$ cat src/rtl/piso_shift_register.sv
// piso_shift_register: valid/ready loaded parallel-in serial-out shifter
module piso_shift_register #(
    parameter int n = 8,
    parameter bit MSB_FIRST = 1
) (
    input  logic                     clk,
    input  logic                     rst,
    input  logic                     en,
    input  logic                     load_valid,
    input  logic [n-1:0]             din,
    output logic                     load_ready,
    output logic                     sout,
    output logic                     sout_valid,
    output logic                     busy,
    output logic                     done,
    output logic [$clog2(n+1)-1:0]   bits_left
);
    localparam int W = $clog2(n+1);
    typedef enum logic {IDLE, SHIFT} state_t;
    state_t state, state_nx;
    logic [n-1:0] shreg;
    logic load, step, last;
    // state register
    always_ff @(posedge clk or posedge rst)
        if (rst) state <= IDLE;
        else state <= state_nx;
    // next state: leave SHIFT on the enabled edge that sends the final bit
    always_comb begin
        load = state == IDLE && en && load_valid;
        step = state == SHIFT && en;
        last = step && bits_left == W'(1);
        state_nx = load ? SHIFT : last ? IDLE : state;
    end
    // outputs decoded from state and the output end of the shifter
    always_comb begin
        load_ready = state == IDLE && !rst;
        busy = state == SHIFT;
        sout_valid = state == SHIFT && en;
        sout = state == SHIFT && (MSB_FIRST ? shreg[n-1] : shreg[0]);
    end
    // datapath: capture word, shift toward the output end, count down, pulse done
    always_ff @(posedge clk or posedge rst)
        if (rst) begin
            shreg <= '0;
            bits_left <= '0;
            done <= 1'b0;
        end else begin
            done <= last;
            if (load) begin
                shreg <= din;
                bits_left <= W'(n);
            end else if (step) begin
                shreg <= MSB_FIRST ? shreg << 1 : shreg >> 1;
                bits_left <= bits_left - W'(1);
            end
        end
endmodule

$ cat config.mk
export PLATFORM = sky130hd
export DESIGN_NAME = piso_shift_register
export DESIGN_NICKNAME = d
export VERILOG_FILES = /design/src/rtl/piso_shift_register.sv
export SDC_FILE = /design/constraint.sdc
export NUM_CORES = 1
export LEC_CHECK = 0
export ABC_AREA = 1
export CORE_AREA = 2 2 45 47
export CTS_CLUSTER_SIZE = 30
export DETAILED_ROUTE_END_ITERATION = 7
export DIE_AREA = 0 0 47 49
export HOLD_SLACK_MARGIN = 0.03
export PLACE_DENSITY = 0.8
export SYNTH_ARGS = -nofsm -noshare
export SYNTH_HDL_FRONTEND = slang
export SYNTH_SLANG_ARGS = --single-unit
$ cat constraint.sdc
create_clock -name clk -period 1.2 [get_ports clk]
set_input_delay 0.36 -clock clk [delete_from_list [all_inputs] [get_ports clk]]
set_output_delay 0.36 -clock clk [all_outputs]
set_load 0.05 [all_outputs]
Word-level counts from Yosys, hierarchy flattened:

Index checks and enable logic that the tools add are counted.

* word-level logic and storage cells: 22
* bits of input ports: 12
* output and inout port bits: 9
* bits in registers: 14

* multiplexer cells: 6
* reductions and logical operators: 9
* add/sub/neg operators: 1
* equal/unequal tests: 1
* bitwise logic cells: 1

Operators by type and width (number)
* 8-bit 2-to-1 mux: 2
* 4-bit 2-to-1 mux: 2
* 1-bit logical AND: 6
* 4-bit by 1-bit == test with 1-bit output (second input constant): 1
* 2-bit nonzero test: 2
* 4-bit by 1-bit subtractor with 4-bit output (second input constant): 1
* 1-bit 2-to-1 mux: 2
* 1-bit logical NOT: 1
* 1-bit NOT: 1

Logic depth before layout (Yosys ltp):

Gate-level depths: netlist of the first run.

* depth in word-level cells: 4
* gate-level depth with buffers: 6
* depth with buffers taken out: 5

Worst setup path before layout of the first run:

No wires, ideal clock.

* path kind: register to output
* start: register state, in the netlist busy
* end: output load_ready
* buffers on the path: 1
* arrival: 1.455 ns
* setup slack: -0.615 ns
* required time: 0.840 ns
* cell stages (with the launch flop): 3
* cells stage by stage: dfrtp_1 > buf_6 > nor2_1

* word-level cells in the longest chain between the ends: 2

RTL lines
* start, declared: line 20 `state_t state, state_nx;`
* start signal, assigned: line 26 `else state <= state_nx;`
* 1-bit NOT: line 36 `load_ready = state == IDLE && !rst;`
* 1-bit logical AND: line 36
* end, declared: line 11 `output logic load_ready,`

No other way between the ends.

Worst setup path in the final report of the first run:

* start: register state, in the netlist busy
* end: output sout

* word-level cells in the longest chain between the ends: 1

RTL lines
* 1-bit logical AND: line 39 `sout = state == SHIFT && (MSB_FIRST ? shreg[n-1] : shreg[0]);`
* end, declared: line 12 `output logic sout,`

No other way between the ends.

==> metrics.txt, run 1 <==
status=complete, but fails checks; failing checks=negative setup slack; Seq/Total Area, Yosys=44.8%; row cnt=16; synthesized flop and latch total=14; Starting Density=42.5%; power density cells=2320 mW/mm2; initial DRC count=15; drt total wl=1.80 mm; Slew HR=79.0%; clock sinks=14; Syn Nets=109; Final HPWL DP=1.20 mm; fin crit period=1500 ps; RePlAce Congestion=0.753; post-synth top area share=44.8%; Setup TNS=-2040 ps; Core ar.=0.00184 mm2; worst vdd ir=0.00208 V; area grow syn2layout=61.6%; fin crit share=125%; CTS Buf Count=3; drc violations=0; synth top area cells=dfrtp_1 45%, nand2_1 13%, inv_1 8.2%; setup ws final=-296 ps; Hold/Removal Path Class=input port to asynchronous set/reset pin; Fmax achieved=0.669 GHz; Setup CP Type=flop to primary output; CTS max path bufs=2; DR pass1 iterations=4; Die Area=0.00230 mm2; clock root buffer=clkbuf_4; Worst-path clk slew=90 ps; Cell Area, Synth=782 um2; die width=47 um; maxcap violations=0; layout cells sized above 1=36.7%; Max Clock Skew=8.20 ps; RSZ-0062 raised after global routing=yes; Clock Latency Late Sink=290 ps; H-Tree Depth=1; CP required=840 ps; Avg Vias per Cell=4.72; Die Y=49 um; Routed WL per cell=11.6 um; via count=732; vias in the first global route=677; Syn Area/Cell=8.23 um2; area leader, netlist=dfrtp_1; PortBufs=20; RR Startpoint=busy; Netlist cell types=22; Layout Nets=143; initial antenna violation count=0; num ports=21; Antenna diodes=0; largest net degree at the start of global routing=15; CTS tree=done; Tot GR Track Use=18.1%; Setup crit start=busy; Congestion Overflow GR=0; crit end category=primary output; Tightest Pin Transition=315 ps; antenna-violating nets left=0; most common cell after layout, fill and taps aside=nand2_1; Static Leak=0.624 nW; Critical Path AT=1140 ps; first-pass GRT wire length=2.92 mm; critical path fanouts, max=5; commonest non-fill, non-tap cells in the layout=24 x nand2_1, 13 x inv_1, 9 x dfrtp_1, 9 x clkdlybuf4s50_1, 9 x buf_12; Hold Fails Final Rpt=0; post-layout util=68.6%; max-slew violations=0; startpoint types=flop; synthesized instance count=95; hold_buf cts=0; endpoints failing setup=18; Synth Warn #=0
[final timing paths]
| path | to | slack [ps] | depth (start not counted) |
|---|---|---|---|
| max | sout | -300 | 3 |
| min | busy | 250 | 3 |
| max reg2reg | shreg[1] | -100 | 7 |
| min reg2reg | shreg[4] | 480 | 2 |
| max in group asynchronous | bits_left[0] | 770 | 3 |
| min in group clk | shreg[4] | 480 | 2 |
[stage by stage]
stage / hold WS, ps / area (um2) / std cells / power, mW / setup slack [ps]
2_1_floorplan: 249 / 818 / 95 / 1.76 / -177
3_3_place_gp: 455 / 1160 / 147 / 2.39 / -489
3_5_place_dp: 460 / 1160 / 147 / 2.45 / -531
4_1_cts: 256 / 1230 / 155 / 2.85 / -299
5_1_grt: 266 / 1260 / 155 / 3.11 / -336
6_report: 248 / 1260 / 155 / 2.94 / -296
[where the power goes]
part | switching (mW) | internal (mW) | total [mW] | leakage, nW
clock | 0.161 | 0.129 | 0.290 | 0.0150
combinational | 0.933 | 0.855 | 1.79 | 0.439
sequential | 0.181 | 0.678 | 0.859 | 0.170
total | 1.27 | 1.66 | 2.94 | 0.624
[flip-flops by register name (all words and copies together) (netlist names)]
register	cells
busy	1
bits_left	4
done	1
shreg	8
[Yosys cell counts]
cell type and n:
nand3_2 1, o21bai_1 1, nand2_1 27, nand3_1 8
o22ai_1 1, ha_1 2, nor2_1 3, nand2_2 1
or2_2 1, nor4_1 1, buf_6 1, a21oi_1 3
o21ai_1 1, nor2_8 1, inv_4 1, nor3_1 1
or2_1 5, o21ai_0 1, inv_1 17, buf_8 1
nand2_4 3, dfrtp_1 14
[final cells by class]
cell class,count,area (um2)
Sequential cell,14,357
Clock buffer,4,26.3
Multi-Input combinational cell,61,380
Tap cell,27,33.8
Inverter,18,81.3
Fill cell,137,578
Timing Repair Buffer,31,385
[repair_timing]
action                     4_1_cts  5_1_grt
gates resized for setup          6       10
buffers inserted                 4        0
pin swaps                        1        4
setup endpoints to repair       22       22
[cells by family (layout without fill, tap and decap cells)]
family	Yosys count	count (layout)	share of synthesized area, %
adder cells (fa/ha/maj)	2	2	3.20
AO/OA/AOI/OAI	7	7	4.96
AND/OR/NAND/NOR	52	52	34.7
flip-flops	14	14	44.8
buffers and inverters	20	53	12.3
[metal layers]
metal  part of all wire (%)  GRT usage, %  vias up
met5                      0             0        -
met3                    3.3          3.33        9
li1                       -             -      357
met2                     53          27.6       25
met1                     40          23.5      341
met4                    3.8          9.72        0
[critical path, stage by stage (launching register included)]
cell        delay (ps)
dfrtp_2            500
nand2_2            110
clkinvlp_4          90
buf_12             150
Note: power is estimated with default switching activity, not from simulation.
==> inputs of run 2 (changes only) <==
--- a/config.mk
+++ b/config.mk
@@ -8,8 +8,10 @@
 export ABC_AREA = 1
-export CORE_AREA = 2 2 45 47
+export CORE_AREA = 2 2 43 45
+export CTS_BUF_LIST = sky130_fd_sc_hd__clkbuf_4
+export CTS_CLUSTER_DIAMETER = 100
 export CTS_CLUSTER_SIZE = 30
 export DETAILED_ROUTE_END_ITERATION = 7
-export DIE_AREA = 0 0 47 49
+export DIE_AREA = 0 0 45 47
 export HOLD_SLACK_MARGIN = 0.03
-export PLACE_DENSITY = 0.8
+export PLACE_DENSITY = 0.86
 export SYNTH_ARGS = -nofsm -noshare
--- a/constraint.sdc
+++ b/constraint.sdc
@@ -3,2 +3,2 @@
 set_output_delay 0.36 -clock clk [all_outputs]
-set_load 0.05 [all_outputs]
+set_load 0.005 [all_outputs]
==> metrics.txt, run 2 (synthesis gave the netlist of run 1 again) <==
Starting Density=47.3%; Critical Path AT=1040 ps; CTS max path bufs=2; Most Frequent Cell on Critical Path=buf_6; num ports=21; Slew HR=84.9%; drt total wl=1.87 mm; Layout Nets=150; worst setup path endpoint=sout_valid; H-Tree Depth=1; Final HPWL DP=1.21 mm; status=complete, but fails checks; RSZ-0062 raised after global routing=yes; PortBufs=20; Die Area=0.00212 mm2; fin crit share=116%; cell-by-cell trace of the critical path=buf_6 -> nand2_4 -> inv_2 -> buf_6; R2R setup slack=-50 ps; fin crit period=1400 ps; vias in the first global route=663; max-slew violations=0; power density cells=1890 mW/mm2; Tot GR Track Use=18.5%; largest net degree at the start of global routing=15; R2R depth=6; initial antenna violation count=0; crit-path max cell delay=430 ps; number of flip-flops in the largest register=8; area grow syn2layout=47.0%; crit end category=primary output; Post-Place Setup Slack=-689 ps; die width=45 um; layout cells sized above 1=37.8%; RePlAce Congestion=0.761; Routed WL per cell=12.3 um; most common cell after layout, fill and taps aside=nand2_1; RR Endpoint=shreg[3]; Antenna diodes=0; Tightest Pin Transition=225 ps; Congestion Overflow GR=0; endpoints failing setup=13; clock sinks=14; clock root buffer=clkbuf_4; Static Leak=0.634 nW; Worst-path clk slew=90 ps; Crit-path slowest cell=dfrtp_2; Clock Latency Late Sink=290 ps; Die Y=47 um; Fmax achieved=0.717 GHz; largest registers=shreg x8, bits_left x4; Hold/Removal Path Class=input port to asynchronous set/reset pin; Hold Fails Final Rpt=0; Setup crit start=busy; via count=737; row cnt=15; worst vdd ir=0.00132 V; Core ar.=0.00165 mm2; commonest non-fill, non-tap cells in the layout=22 x nand2_1, 15 x buf_4, 14 x inv_1; maxcap violations=0; startpoint types=flop; critical path fanouts, max=3; Biggest register=shreg; CTS tree=done; drc violations=0; DR pass1 iterations=4; antenna-violating nets left=0; Max Clock Skew=0.787 ps; Avg Vias per Cell=4.85; first-pass GRT wire length=2.71 mm; Setup CP Type=flop to primary output; Setup TNS=-1020 ps; initial DRC count=11; CP required=840 ps; CTS Buf Count=3; failing checks=negative setup slack; RR Startpoint=busy; setup ws final=-195 ps
run 2: changes by cell type in the layout (fill, tap and decap cells not counted), sizes merged:
cell and delta:
clkinv +1, buf +5, inv +2, clkinvlp -2
clkbuf -1, nor2 +1, dlygate4sd2 +2, clkdlybuf4s50 -1
run 2: worst min path at each step:
stage / startpoint / endpoint / slack (ps) / depth (start not counted)
finish: rst / shreg[5] / 230 / 3
global route: rst / bits_left[2] / 240 / 3
CTS: rst / bits_left[2] / 240 / 3
detailed placement: shreg[5] / shreg[5] / 470 / 2
global placement: shreg[5] / shreg[5] / 450 / 2
floorplan: rst / bits_left[0] / 250 / 1
run 2: through the flow:
| stage | power (mW) | hold slack, ps | util [%] | instances | area (um2) |
|---|---|---|---|---|---|
| final | 2.18 | 230 | 69.6 | 152 | 1150 |
| after global routing | 2.35 | 244 | 69.6 | 152 | 1150 |
| after CTS | 2.09 | 242 | 66.7 | 150 | 1100 |
| after detailed placement | 1.81 | 466 | 64.6 | 142 | 1070 |
| after global placement | 1.77 | 454 | 64.6 | 142 | 1070 |
| after floorplan | 1.32 | 249 | - | 95 | 782 |
run 2: what timing repair did:
item                                    4_1_cts  5_1_grt
gates cloned                                  0        1
setup buffers                                 5        3
hold buffers                                  0        0
resized for setup                            43        9
pin swaps                                     2        3
endpoints found under the setup margin       21       18
run 2: worst max-delay path, delay by kind of cell (launching register included):
kind	cells	cell delay (ps)
DFF	1	430
buffers and inverters	3	270
and+or+nand+nor	1	50
run 2: routing by layer:
layer  up-vias  part of all wire, %  global-route usage, %
li1        373                    -                      -
met1       340                   41                   20.1
met2        19                   53                   32.9
met3         5                  3.3                   3.85
met4         0                  2.1                   11.8
met5         -                    0                      0
run 2: power by group:
group          switching (mW)  total (mW)  internal, mW
sequential              0.107       0.771         0.664
clock                   0.162       0.283         0.121
combinational           0.543        1.12         0.578
run 2: cell type report:
| type | instances | area [um2] |
|---|---|---|
| clock buffers | 3 | 22.5 |
| clock inverters | 1 | 3.75 |
| fillers | 117 | 502 |
| inverters | 18 | 73.8 |
| multi-input cells | 62 | 380 |
| flip-flops and latches | 14 | 352 |
| well taps | 17 | 21.3 |
| repair buffers | 37 | 297 |
